===== src/rtl/replay_ctrl.sv =====
// Replay buffer controller: sequence assignment, ACK purge, NAK/timeout replay and
// replay-count rollover for a data-link-layer transmit path.
module replay_ctrl #(
  parameter int unsigned SEQ_W      = 12,
  parameter int unsigned ADDR_W     = 4,
  parameter int unsigned TIMER_W    = 10,
  parameter int unsigned TIMEOUT    = 600,
  parameter int unsigned MAX_REPLAY = 4
) (
  input  logic              clk,
  input  logic              reset,
  input  logic              tlp_valid,
  output logic              tlp_ready,
  output logic              wr_en,
  output logic [ADDR_W-1:0] wr_addr,
  output logic [SEQ_W-1:0]  tlp_seq,
  input  logic              acknak_valid,
  input  logic [1:0]        acknak,
  input  logic [SEQ_W-1:0]  acknak_seq,
  output logic              rep_valid,
  input  logic              rep_ready,
  output logic [ADDR_W-1:0] rep_addr,
  output logic [SEQ_W-1:0]  rep_seq,
  output logic [ADDR_W:0]   occupancy,
  output logic              timeout_o,
  output logic              rollover_o,
  output logic              dllp_err
);

  localparam int unsigned      DEPTH    = 2 ** ADDR_W;
  localparam logic [SEQ_W-1:0] SeqOne   = SEQ_W'(1);
  localparam logic [SEQ_W-1:0] DepthSeq = SEQ_W'(DEPTH);

  typedef enum logic [0:0] {StIdle, StReplay} state_e;

  state_e             state_q, state_d;
  logic [SEQ_W-1:0]   next_seq_q, next_seq_d;
  logic [SEQ_W-1:0]   acked_seq_q, acked_seq_d;
  logic [SEQ_W-1:0]   rep_ptr_q, rep_ptr_d;
  logic [TIMER_W-1:0] timer_q, timer_d;
  logic [2:0]         replay_num_q, replay_num_d;

  logic [SEQ_W-1:0] occ_full, seq_off, last_seq;
  logic             is_ack, is_nak, seq_ok, purge, progress, window_left, expire;
  logic [3:0]       num_base, num_inc;

  assign occ_full  = next_seq_q - acked_seq_q - SeqOne;
  assign last_seq  = next_seq_q - SeqOne;
  assign seq_off   = acknak_seq - acked_seq_q;
  assign is_ack    = acknak_valid && (acknak == 2'b01);
  assign is_nak    = acknak_valid && (acknak == 2'b10);
  assign seq_ok    = (seq_off <= occ_full);
  assign purge     = (is_ack || is_nak) && seq_ok;
  assign dllp_err  = (is_ack || is_nak) && !seq_ok;
  assign progress  = purge && (acknak_seq != acked_seq_q);

  assign acked_seq_d = purge ? acknak_seq : acked_seq_q;
  // Anything still unacknowledged (writes landing this cycle are not replayed yet).
  assign window_left = (acked_seq_d != last_seq);

  assign occupancy = occ_full[ADDR_W:0];
  assign tlp_ready = (state_q == StIdle) && (occ_full < DepthSeq);
  assign wr_en     = tlp_valid && tlp_ready;
  assign wr_addr   = next_seq_q[ADDR_W-1:0];
  assign tlp_seq   = next_seq_q;

  assign expire    = (state_q == StIdle) && (occ_full != '0) &&
                     (timer_q == TIMER_W'(TIMEOUT - 1));
  assign timeout_o = expire;

  assign num_base = progress ? 4'd0 : {1'b0, replay_num_q};
  assign num_inc  = num_base + 4'd1;

  assign rep_addr = rep_valid ? rep_ptr_q[ADDR_W-1:0] : '0;
  assign rep_seq  = rep_valid ? rep_ptr_q : '0;

  always_comb begin
    state_d      = state_q;
    next_seq_d   = wr_en ? next_seq_q + SeqOne : next_seq_q;
    rep_ptr_d    = rep_ptr_q;
    timer_d      = timer_q;
    replay_num_d = num_base[2:0];
    rep_valid    = 1'b0;
    rollover_o   = 1'b0;
    unique case (state_q)
      StIdle: begin
        // NAK and expiry on the same cycle collapse into a single replay start.
        if (((is_nak && purge) || expire) && window_left) begin
          state_d   = StReplay;
          rep_ptr_d = acked_seq_d + SeqOne;
          timer_d   = '0;
          if (num_inc == 4'(MAX_REPLAY)) begin
            rollover_o   = 1'b1;
            replay_num_d = 3'd0;
          end else begin
            replay_num_d = num_inc[2:0];
          end
        end else if (expire || progress || (occ_full == '0)) begin
          timer_d = '0;
        end else begin
          timer_d = timer_q + TIMER_W'(1);
        end
      end
      StReplay: begin
        rep_valid = 1'b1;
        timer_d   = '0;
        if (purge && (seq_off >= (rep_ptr_q - acked_seq_q))) begin
          rep_ptr_d = acked_seq_d + SeqOne;
          if (!window_left) state_d = StIdle;
        end else if (rep_ready) begin
          rep_ptr_d = rep_ptr_q + SeqOne;
          if (rep_ptr_q == last_seq) state_d = StIdle;
        end
      end
      default: state_d = StIdle;
    endcase
  end

  always_ff @(posedge clk) begin
    if (reset) begin
      state_q      <= StIdle;
      next_seq_q   <= '0;
      acked_seq_q  <= '1;
      rep_ptr_q    <= '0;
      timer_q      <= '0;
      replay_num_q <= '0;
    end else begin
      state_q      <= state_d;
      next_seq_q   <= next_seq_d;
      acked_seq_q  <= acked_seq_d;
      rep_ptr_q    <= rep_ptr_d;
      timer_q      <= timer_d;
      replay_num_q <= replay_num_d;
    end
  end

endmodule


===== config.mk =====
export PLATFORM = sky130hd
export DESIGN_NAME = replay_ctrl
export DESIGN_NICKNAME = d
export VERILOG_FILES = /design/src/rtl/replay_ctrl.sv
export SDC_FILE = /design/constraint.sdc
export NUM_CORES = 1
export LEC_CHECK = 0
export ABC_AREA = 0
export ABC_CLOCK_PERIOD_IN_PS = 6400
export CORE_MARGIN = 1.5
export CORE_UTILIZATION = 55
export CTS_CLUSTER_DIAMETER = 80
export DETAILED_ROUTE_END_ITERATION = 8
export HOLD_SLACK_MARGIN = 0.12
export MAX_ROUTING_LAYER = met4
export PLACE_DENSITY_LB_ADDON = 0.1
export SYNTH_ARGS = -nofsm -noshare
export SYNTH_HDL_FRONTEND = slang
export SYNTH_SLANG_ARGS = --single-unit

===== constraint.sdc =====
create_clock -name clk -period 6.4 [get_ports clk]
set_clock_uncertainty 0.2 [all_clocks]
set_input_delay 0.64 -clock clk [delete_from_list [all_inputs] [get_ports clk]]
set_output_delay 0.64 -clock clk [all_outputs]
set_load 0.05 [all_outputs]

# Yosys cells after proc, flatten, opt, wreduce, memory -nomap -nowiden
# Cells that the tools add are included.
[totals] regBits=50 input_bits=19 output_inout_bits=43 elab_cells=73
[classes] addsub=10 order_cmp=3 n_eq_ne=9 mux=24 bitwise=1 n_reduce_logical=20
[op_table] cell="12-bit 2-to-1 mux" count=5
[op_table] cell="12-bit by 1-bit adder with 12-bit output, second input constant" count=3
[op_table] cell="12-bit subtractor" count=3
[op_table] cell="12-bit inequality test" count=2
[op_table] cell="12-bit case mux with 2 select lines" count=1
[op_table] cell="12-bit by 1-bit subtractor with 12-bit output, second input constant" count=2
[op_table] cell="10-bit 2-to-1 mux" count=2
[op_table] cell="10-bit case mux with 2 select lines" count=1
[op_table] cell="12-bit equality test" count=1
[op_table] cell="12-bit >= comparator" count=1
[op_table] cell="12-bit <= comparator" count=1
[op_table] cell="1-bit logical AND" count=12
[op_table] cell="12-bit logical NOT" count=1
[op_table] cell="12-bit by 5-bit less-than comparator with 1-bit output, second input constant" count=1
[op_table] cell="3-bit 2-to-1 mux" count=4
[op_table] cell="12-bit nonzero test" count=1
[op_table] cell="10-bit by 1-bit adder with 10-bit output, second input constant" count=1
[op_table] cell="10-bit equality test, second input constant" count=1
[op_table] cell="1-bit 2-to-1 mux" count=9
[op_table] cell="3-bit by 1-bit adder with 4-bit output, second input constant" count=1
[op_table] cell="4-bit by 3-bit equality test with 1-bit output, second input constant" count=1
[op_table] cell="1-bit logical OR" count=4
[op_table] cell="4-bit 2-to-1 mux" count=1
[op_table] cell="3-bit by 2-bit inequality test with 1-bit output, second input constant" count=1
[op_table] cell="other kinds (7)" count=7

# Longest topological paths before layout
# Gate-level depths: netlist of run 1.
[depth] word_depth=11 depth_mapped=30 mapped_depth_nobuf=28

# Worst setup path after synthesis of run 1
# No wires, ideal clock.
[synth_path] path_kind="input -> output" from="input acknak_seq[0]" to="output rollover_o" arrival_ps=5999 required_time_ps=5560 setup_slack_ps=-439 cell_stages=25 n_path_buf=1 cell_sequence="inv_1 > ha_1 > fa_1 > nor2b_1 > o21ai_0 > a21boi_0 > o21ai_0 > a21boi_0 > o21ai_0 > nand2b_1 > a21o_1 > a21oi_1 > xnor2_1 > ha_1 > and4_1 > and2_1 > clkbuf_1 > a31oi_4 > nand2_4 > mux2i_1 > xor2_1 > nor4_1 > a31o_4 > nand2b_2 > a211oi_1"
[synth_between] elab_chain_len=10 word_cells_on_any_way=16 cone_classes="2 x add/sub; 1 x order compare; 3 x eq/ne; 5 x mux; 5 x reduce/logical"
[synth_lines] item="start: declaration" line_no="19" source="input logic [SEQ_W-1:0] acknak_seq,"
[synth_lines] item="12-bit subtractor" line_no="49" source="assign seq_off = acknak_seq - acked_seq_q;"
[synth_lines] item="12-bit <= comparator" line_no="52" source="assign seq_ok = (seq_off <= occ_full);"
[synth_lines] item="1-bit logical AND" line_no="53" source="assign purge = (is_ack || is_nak) && seq_ok;"
[synth_lines] item="1-bit logical AND" line_no="55" source="assign progress = purge && (acknak_seq != acked_seq_q);"
[synth_lines] item="3-bit 2-to-1 mux" line_no="71" source="assign num_base = progress ? 4'd0 : {1'b0, replay_num_q};"
[synth_lines] item="3-bit by 1-bit adder with 4-bit output" line_no="72" source="assign num_inc = num_base + 4'd1;"
[synth_lines] item="4-bit by 3-bit equality test with 1-bit output" line_no="92" source="if (num_inc == 4'(MAX_REPLAY)) begin"
[synth_lines] item="1-bit 2-to-1 mux" line_no="92"
[synth_lines] item="1-bit 2-to-1 mux *" line_no="88" source="if (((is_nak && purge) || expire) && window_left) begin"
[synth_lines] item="1-bit 2-to-1 mux *" line_no="85" source="unique case (state_q)"
[synth_lines] item="end: declaration" line_no="26" source="output logic rollover_o,"
# Every way passes the cells marked *; elsewhere a longest branch is shown, timed or not.

# Final worst setup path of run 1
[layout_path] from="input acknak_seq[3]" to="output rollover_o"
# The elaborated chain is that of the path after synthesis.

==> results of run 1 <==
-- state kept, by name, indices dropped and copies added (netlist names) --
register and cells:
timer_q 10, state_q 1, tlp_seq 12, acked_seq_q 12, replay_num_q 3, rep_ptr_q 12
-- cell usage in the layout (no fill, tap or decap), types with 4 or more instances in the layout --
master and n:
xnor2_1 51, and4_1 4, a21oi_2 5, nand2_1 45, and3_1 14, a22oi_1 6, xor2_1 30, a21oi_1 49
clkdlybuf4s50_1 56, o21ai_2 9, o32ai_1 7, a21boi_2 5, nor3b_1 6, mux2i_4 6, o21ai_0 22, dfxtp_1 50
or3_1 4, nand4_1 12, nor3_1 16, a21o_1 15, nand2b_1 11, or2_2 7, ha_1 59, buf_4 78
and2_1 11, nand3_1 30, nor2_1 62, mux2i_1 7, nor4_1 6, inv_1 53, clkbuf_8 5
-- per-layer routing --
metal	track usage [%]	vias up	part of all wire (%)
met5	-	-	0
met4	13.1	0	3.7
met3	3.82	46	5.8
met2	51.7	232	46
met1	45.5	2833	45
li1	-	2801	-
-- timing repair --
item / CTS / global route
pin swaps: 12 / 19
setup buffers: 7 / 9
endpoints found under the setup margin: 3 / 4
resized for setup: 30 / 33
-- report_power, final --
group	internal (mW)	total, mW	switching (mW)
clock	0.115	0.231	0.116
combinational	0.791	1.83	1.04
sequential	0.360	0.443	0.0824
-- worst min-delay path by stage --
stage | from | cells past startpoint | end
2_1_floorplan | timer_q[0] | 1 | timer_q[0]
3_3_place_gp | timer_q[0] | 1 | timer_q[0]
3_5_place_dp | timer_q[0] | 1 | timer_q[0]
4_1_cts | timer_q[0] | 1 | timer_q[0]
5_1_grt | timer_q[0] | 1 | timer_q[0]
6_report | timer_q[0] | 1 | timer_q[0]
-- metrics by stage --
step                utilization [%]  power, mW  cells  hold WS, ps  worst slack, ps
floorplan                         -       1.62    716          230             37.3
global placement               68.3       2.10    943          247             -294
detailed placement             68.3       2.15    943          258             -517
CTS                            70.6       2.42    957          277             4.17
global route                   72.7       2.66    966          309             32.4
finish                         72.7       2.50    966          272              216
-- worst register-to-register path: cells and delay by family, from the launching register on --
family | cells | cell delay (ps)
xor gates and xnor gates | 1 | 140
DFF | 1 | 470
adders and majority gates | 3 | 960
AOI/OAI and AO/OA | 7 | 1470
muxes | 1 | 310
and+or+nand+nor | 6 | 1450
buffers and inverters | 4 | 640
-- kinds of logic after synthesis --
group | count (synthesis) | share of synthesized area (%)
AOI/OAI and AO/OA | 162 | 19.8
buffers and inverters | 83 | 6.57
muxes | 16 | 3.47
xor gates and xnor gates | 82 | 12.8
DFF | 50 | 17.8
and+or+nand+nor | 259 | 24.9
adders and majority gates | 64 | 14.7
-- area by class of cell --
class | count | area, µm² | share of cell area (%)
Timing Repair Buffer | 139 | 1210 | 17.0
Tap cell | 133 | 166 | 2.33
Clock buffer | 5 | 68.8 | 0.964
Clock inverter | 2 | 38.8 | 0.543
Inverter | 54 | 203 | 2.84
Multi-Input combinational cell | 583 | 4450 | 62.3
Sequential cell | 50 | 1000 | 14.0
==> results.py, run 1 <==
metrics = {
    "floorplanning": {
        "chipWidth_um": 104,
        "ioPinCount": 62,
        "die_h_um": 104,
        "rows": 36,
        "die_area_um2": 10800,
        "initial_core_util_pct": 57.2,
        "core-area_um2": 9820,
    },
    "final_layout": {
        "fin_area_um2": 7140,
        "diodes": 0,
        "syn2layout_area_growth_pct": 27.1,
        "nets": 916,
        "fillers": 835,
        "final_layout_size_suffix_gt1_share_pct": 18.7,
    },
    "global_routing": {
        "first_global_vias": 5483,
        "grt_overflow": 0,
        "antenna_found_initial": 0,
        "grt_start_max_net_pins": 32,
        "globalRouteTotalUtil_pct": 33.7,
        "grt_pass1_wl_mm": 28.5,
    },
    "timing": {
        "finalHoldViolations": 0,
        "min_period_over_period_pct": 96.6,
        "setup_viol": 0,
        "setup-tns-final_ps": 0,
        "relSlewSlack_pct": 45.7,
        "worst_pin_slew_ps": 807,
        "rsz0062_at_grt": "no",
        "maxSlewViolCount": 0,
        "min_period_ps": 6180,
        "fmax_ghz": 0.162,
    },
    "drt": {
        "dr.first_iter.drc_count": 464,
        "first_pass_iters": 5,
        "wl_mm": 18.0,
        "vias": 5912,
        "via_per_inst": 6.12,
        "ant_nets": 0,
        "routedWlPerCell_um": 18.7,
        "drc": 0,
    },
    "critical_path": {
        "startpoint": "acknak_seq[3]",
        "crit_family": "compound AO/OA/AOI/OAI gates",
        "crit_type": "in2out",
        "r2r_start": "acked_seq_q[0]",
        "cpMostUsedCell": "o21ai_2",
        "path_max_fanout": 5,
        "ff2ff_path_depth": 22,
        "crit_path_top_delay_cell": "clkdlybuf4s50_1",
        "cp-end-kind": "primary output",
        "crit_chain": "clkdlybuf4s50_1, ha_1, a21boi_2, o21ai_2, a21boi_2, o21ai_2, a21boi_2, o21ai_2, nor2b_2, xnor2_1, ha_1, and4_4, nand4_1, o211a_1, buf_4, o21ai_2, and2_4, xnor2_2, nor4_1, buf_4, a31o_4, nand2b_4, a211oi_4, buf_12",
        "worst-path-stages": 24,
        "cp-start-kind": "input pin",
        "cp_slowest_stage_delay_ps": 500,
        "cp_data_arrival_time_ps": 5340,
        "path_buf_inv": 4,
        "r2r_slack_ps": 680,
        "crit_end": "rollover_o",
        "crit_required_ps": 5560,
        "rr_endpoint": "rep_ptr_q[1]",
    },
    "clock_network": {
        "htreeDepth": 2,
        "clkSinkCount": 50,
        "clk_pin_slew_ps": 80,
        "cts_buffers": 5,
        "postCtsHoldBufs": 0,
        "clockBufferDepth": 2,
        "clockRootBuffer": "clkbuf_8",
        "cts_tree": "done",
        "clk_latency_ps": 330,
    },
    "yosys": {
        "synth.most_common_cell": "nor2_1",
        "yosys.cell_types.count": 79,
        "synth_top_area_cell": "dfxtp_1",
        "ys.flop_type": "dfxtp_1",
        "netlist.area_leader.share_pct": 17.8,
        "async_flop_share_pct": 0,
        "netlist_area_um2": 5620,
        "synth_cells": 716,
        "synth_seq_cells": 50,
        "synth_enable_flop_cells": 0,
        "synth_area_leaders": "dfxtp_1 18%, ha_1 14%, xnor2_1 8.1%",
        "synth_nets": 799,
        "yosysSeqAreaShare_pct": 17.8,
        "synth_area_per_cell_um2": 7.85,
        "synth_common_cells": "62 x nor2_1, 61 x ha_1, 53 x a21oi_1, 53 x inv_1, 52 x xnor2_1",
        "yosys_warnings": 0,
    },
    "power_and_ir_drop": {
        "p_leak_nw": 3.23,
        "power_density_nw_per_um2": 350,
        "peakVddDrop_mv": 0.250,
    },
    "outcome": {
        "status": "finished clean",
    },
    "min_path": {
        "hold_class": "reg2reg",
    },
    "placed_design": {
        "gp_congestion": 0.980,
        "place_area_um2": 6710,
        "dpl.hpwl_mm": 14.4,
        "io_buffer_count": 61,
    },
    "run": {
        "cap_violations": 0,
    },
}
(Power assumes the default switching activity.)
==> run 2: changes to the inputs <==
--- a/config.mk
+++ b/config.mk
@@ -13,7 +13,7 @@
 export DETAILED_ROUTE_END_ITERATION = 8
 export HOLD_SLACK_MARGIN = 0.12
 export MAX_ROUTING_LAYER = met4
-export PLACE_DENSITY_LB_ADDON = 0.1
+export PLACE_DENSITY = 0.82
 export SYNTH_ARGS = -nofsm -noshare
 export SYNTH_HDL_FRONTEND = slang
 export SYNTH_SLANG_ARGS = --single-unit
==> run 2 against run 1 <==
Effect of this change:
- cell count down 0.62%
- worst setup slack got worse by 110 ps
- wire length increased by 0.27%
- critical path type unchanged
- sequential power grew 4%
- critical endpoint unchanged
- non-clock buffer count fell by 7
==> results.py, run 2 (synthesized netlist as in run 1, its figures left out) <==
metrics = {
    "outcome": {
        "status": "finished clean",
    },
    "placed_design": {
        "gp_congestion": 1.01,
        "place_area_um2": 6680,
        "post-place-cells": 939,
        "place_ws_ps": -457,
        "dpl.hpwl_mm": 14.3,
        "io_buffer_count": 61,
    },
    "run": {
        "cap_violations": 0,
    },
    "critical_path": {
        "cp_data_arrival_time_ps": 5450,
        "crit_type": "in2out",
        "crit_end": "rollover_o",
        "cp-start-kind": "input pin",
        "rr_endpoint": "rep_ptr_q[11]",
        "cp-end-kind": "primary output",
        "crit_required_ps": 5560,
        "startpoint": "acknak_seq[3]",
        "r2r_start": "acked_seq_q[1]",
        "crit_path_top_delay_cell": "clkdlybuf4s50_1",
        "r2r_slack_ps": 660,
        "cp_slowest_stage_delay_ps": 510,
        "path_max_fanout": 4,
        "cpMostUsedCell": "buf_4",
        "ff2ff_path_depth": 28,
    },
    "clock_network": {
        "htreeDepth": 2,
        "clockRootBuffer": "clkbuf_8",
        "clk_latency_ps": 310,
        "cts_buffers": 5,
        "postCtsHoldBufs": 0,
        "clkSinkCount": 50,
        "clockBufferDepth": 2,
        "cts_tree": "done",
        "clk_pin_slew_ps": 100,
    },
    "timing": {
        "min_period_over_period_pct": 98.4,
        "fin_ws_ps": 105,
        "setup_viol": 0,
        "relSlewSlack_pct": 48.4,
        "setup-tns-final_ps": 0,
        "min_period_ps": 6290,
        "fmax_ghz": 0.159,
        "maxSlewViolCount": 0,
        "hold-worst-slack_ps": 284,
        "finalHoldViolations": 0,
        "worst_pin_slew_ps": 766,
    },
    "power_and_ir_drop": {
        "swShare_pct": 50.2,
        "p_switching_mw": 1.23,
        "power_density_nw_per_um2": 348,
        "p_comb_share_pct": 73.4,
        "pwr-share-clk_pct": 7.8,
        "peakVddDrop_mv": 0.226,
        "p_int_mw": 1.23,
        "pwr-share-seq_pct": 18.8,
        "p_leak_nw": 3.19,
        "total_power_mw": 2.46,
    },
    "final_layout": {
        "fin_util_pct": 71.9,
        "final_common_cell": "buf_4",
        "diodes": 0,
        "final_layout_size_suffix_gt1_share_pct": 17.7,
        "nets": 909,
        "syn2layout_area_growth_pct": 25.7,
        "final_cell_mix": "72 x buf_4, 62 x nor2_1, 59 x ha_1, 56 x clkdlybuf4s50_1, 53 x inv_1",
        "seq_area_um2": 1000,
        "multi_input_area_um2": 4450,
        "fillers": 822,
        "fin_area_um2": 7060,
        "layout.cells.non_filler": 960,
    },
    "floorplanning": {
        "ioPinCount": 62,
        "rows": 36,
        "chipWidth_um": 104,
        "die_h_um": 104,
        "initial_core_util_pct": 57.2,
        "die_area_um2": 10800,
        "core-area_um2": 9820,
    },
    "global_routing": {
        "first_global_vias": 5735,
        "globalRouteTotalUtil_pct": 33.1,
        "grt_pass1_wl_mm": 28.2,
        "antenna_found_initial": 0,
        "grt_overflow": 0,
        "grt_start_max_net_pins": 32,
    },
    "drt": {
        "routedWlPerCell_um": 18.8,
        "drc": 0,
        "via_per_inst": 6.14,
        "wl_mm": 18.1,
        "first_pass_iters": 5,
        "dr.first_iter.drc_count": 444,
        "ant_nets": 0,
        "vias": 5893,
    },
    "min_path": {
        "hold_class": "reg2reg",
    },
}
[run 2: cell count changes in the layout (fill, tap and decap cells not counted), sizes merged]
cell    before  now
buf         80   73
bufinv       1    0
inv         54   55
clkinv       1    2
[run 2: worst min path at each step]
stage | startpoint | to | slack [ps] | cells past startpoint
2_1_floorplan | timer_q[0] | timer_q[0] | 230 | 1
3_3_place_gp | timer_q[0] | timer_q[0] | 250 | 1
3_5_place_dp | timer_q[0] | timer_q[0] | 260 | 1
4_1_cts | timer_q[0] | timer_q[0] | 290 | 1
5_1_grt | timer_q[0] | timer_q[0] | 310 | 1
6_report | timer_q[0] | timer_q[0] | 280 | 1
[run 2: routing by layer]
| layer | vias up | global-route usage, % | part of all wire [%] |
|---|---|---|---|
| met3 | 55 | 2.88 | 6.0 |
| li1 | 2779 | - | - |
| met1 | 2824 | 41.2 | 42 |
| met2 | 235 | 56.2 | 49 |
| met4 | 0 | 11.8 | 3.3 |
| met5 | - | - | 0 |
[run 2: cell type report]
| class | count | share of cell area [%] |
|---|---|---|
| clock inverter | 3 | 0.266 |
| inverter | 54 | 2.87 |
| clock buffer | 5 | 0.974 |
| timing repair buffer | 132 | 16.4 |
| sequential | 50 | 14.2 |
| tap | 133 | 2.36 |
| multi-input combinational | 583 | 63.0 |
[run 2: power by group through the flow]
stage	combinational [mW]	clock (mW)	sequential [mW]
global placement	1.60	0	0.461
global route	1.95	0.206	0.467
detailed placement	1.65	0	0.462
finish	1.81	0.192	0.462
CTS	1.70	0.197	0.455
floorplan	1.17	0	0.447
[run 2: critical path: cells and delay by family]
kind	cells	cell delay, ps
XOR/XNOR	2	370
adder cells (fa/ha/maj)	2	730
AND/OR/NAND/NOR	3	390
buffers and inverters	6	1160
AO/OA/AOI/OAI	13	2140
[run 2: timing repair]
item | in CTS | in global routing
pin swaps | 9 | 19
resized for setup | 28 | 30
setup endpoints to repair | 1 | 3
buffers inserted | 4 | 9
cloned | 0 | 0
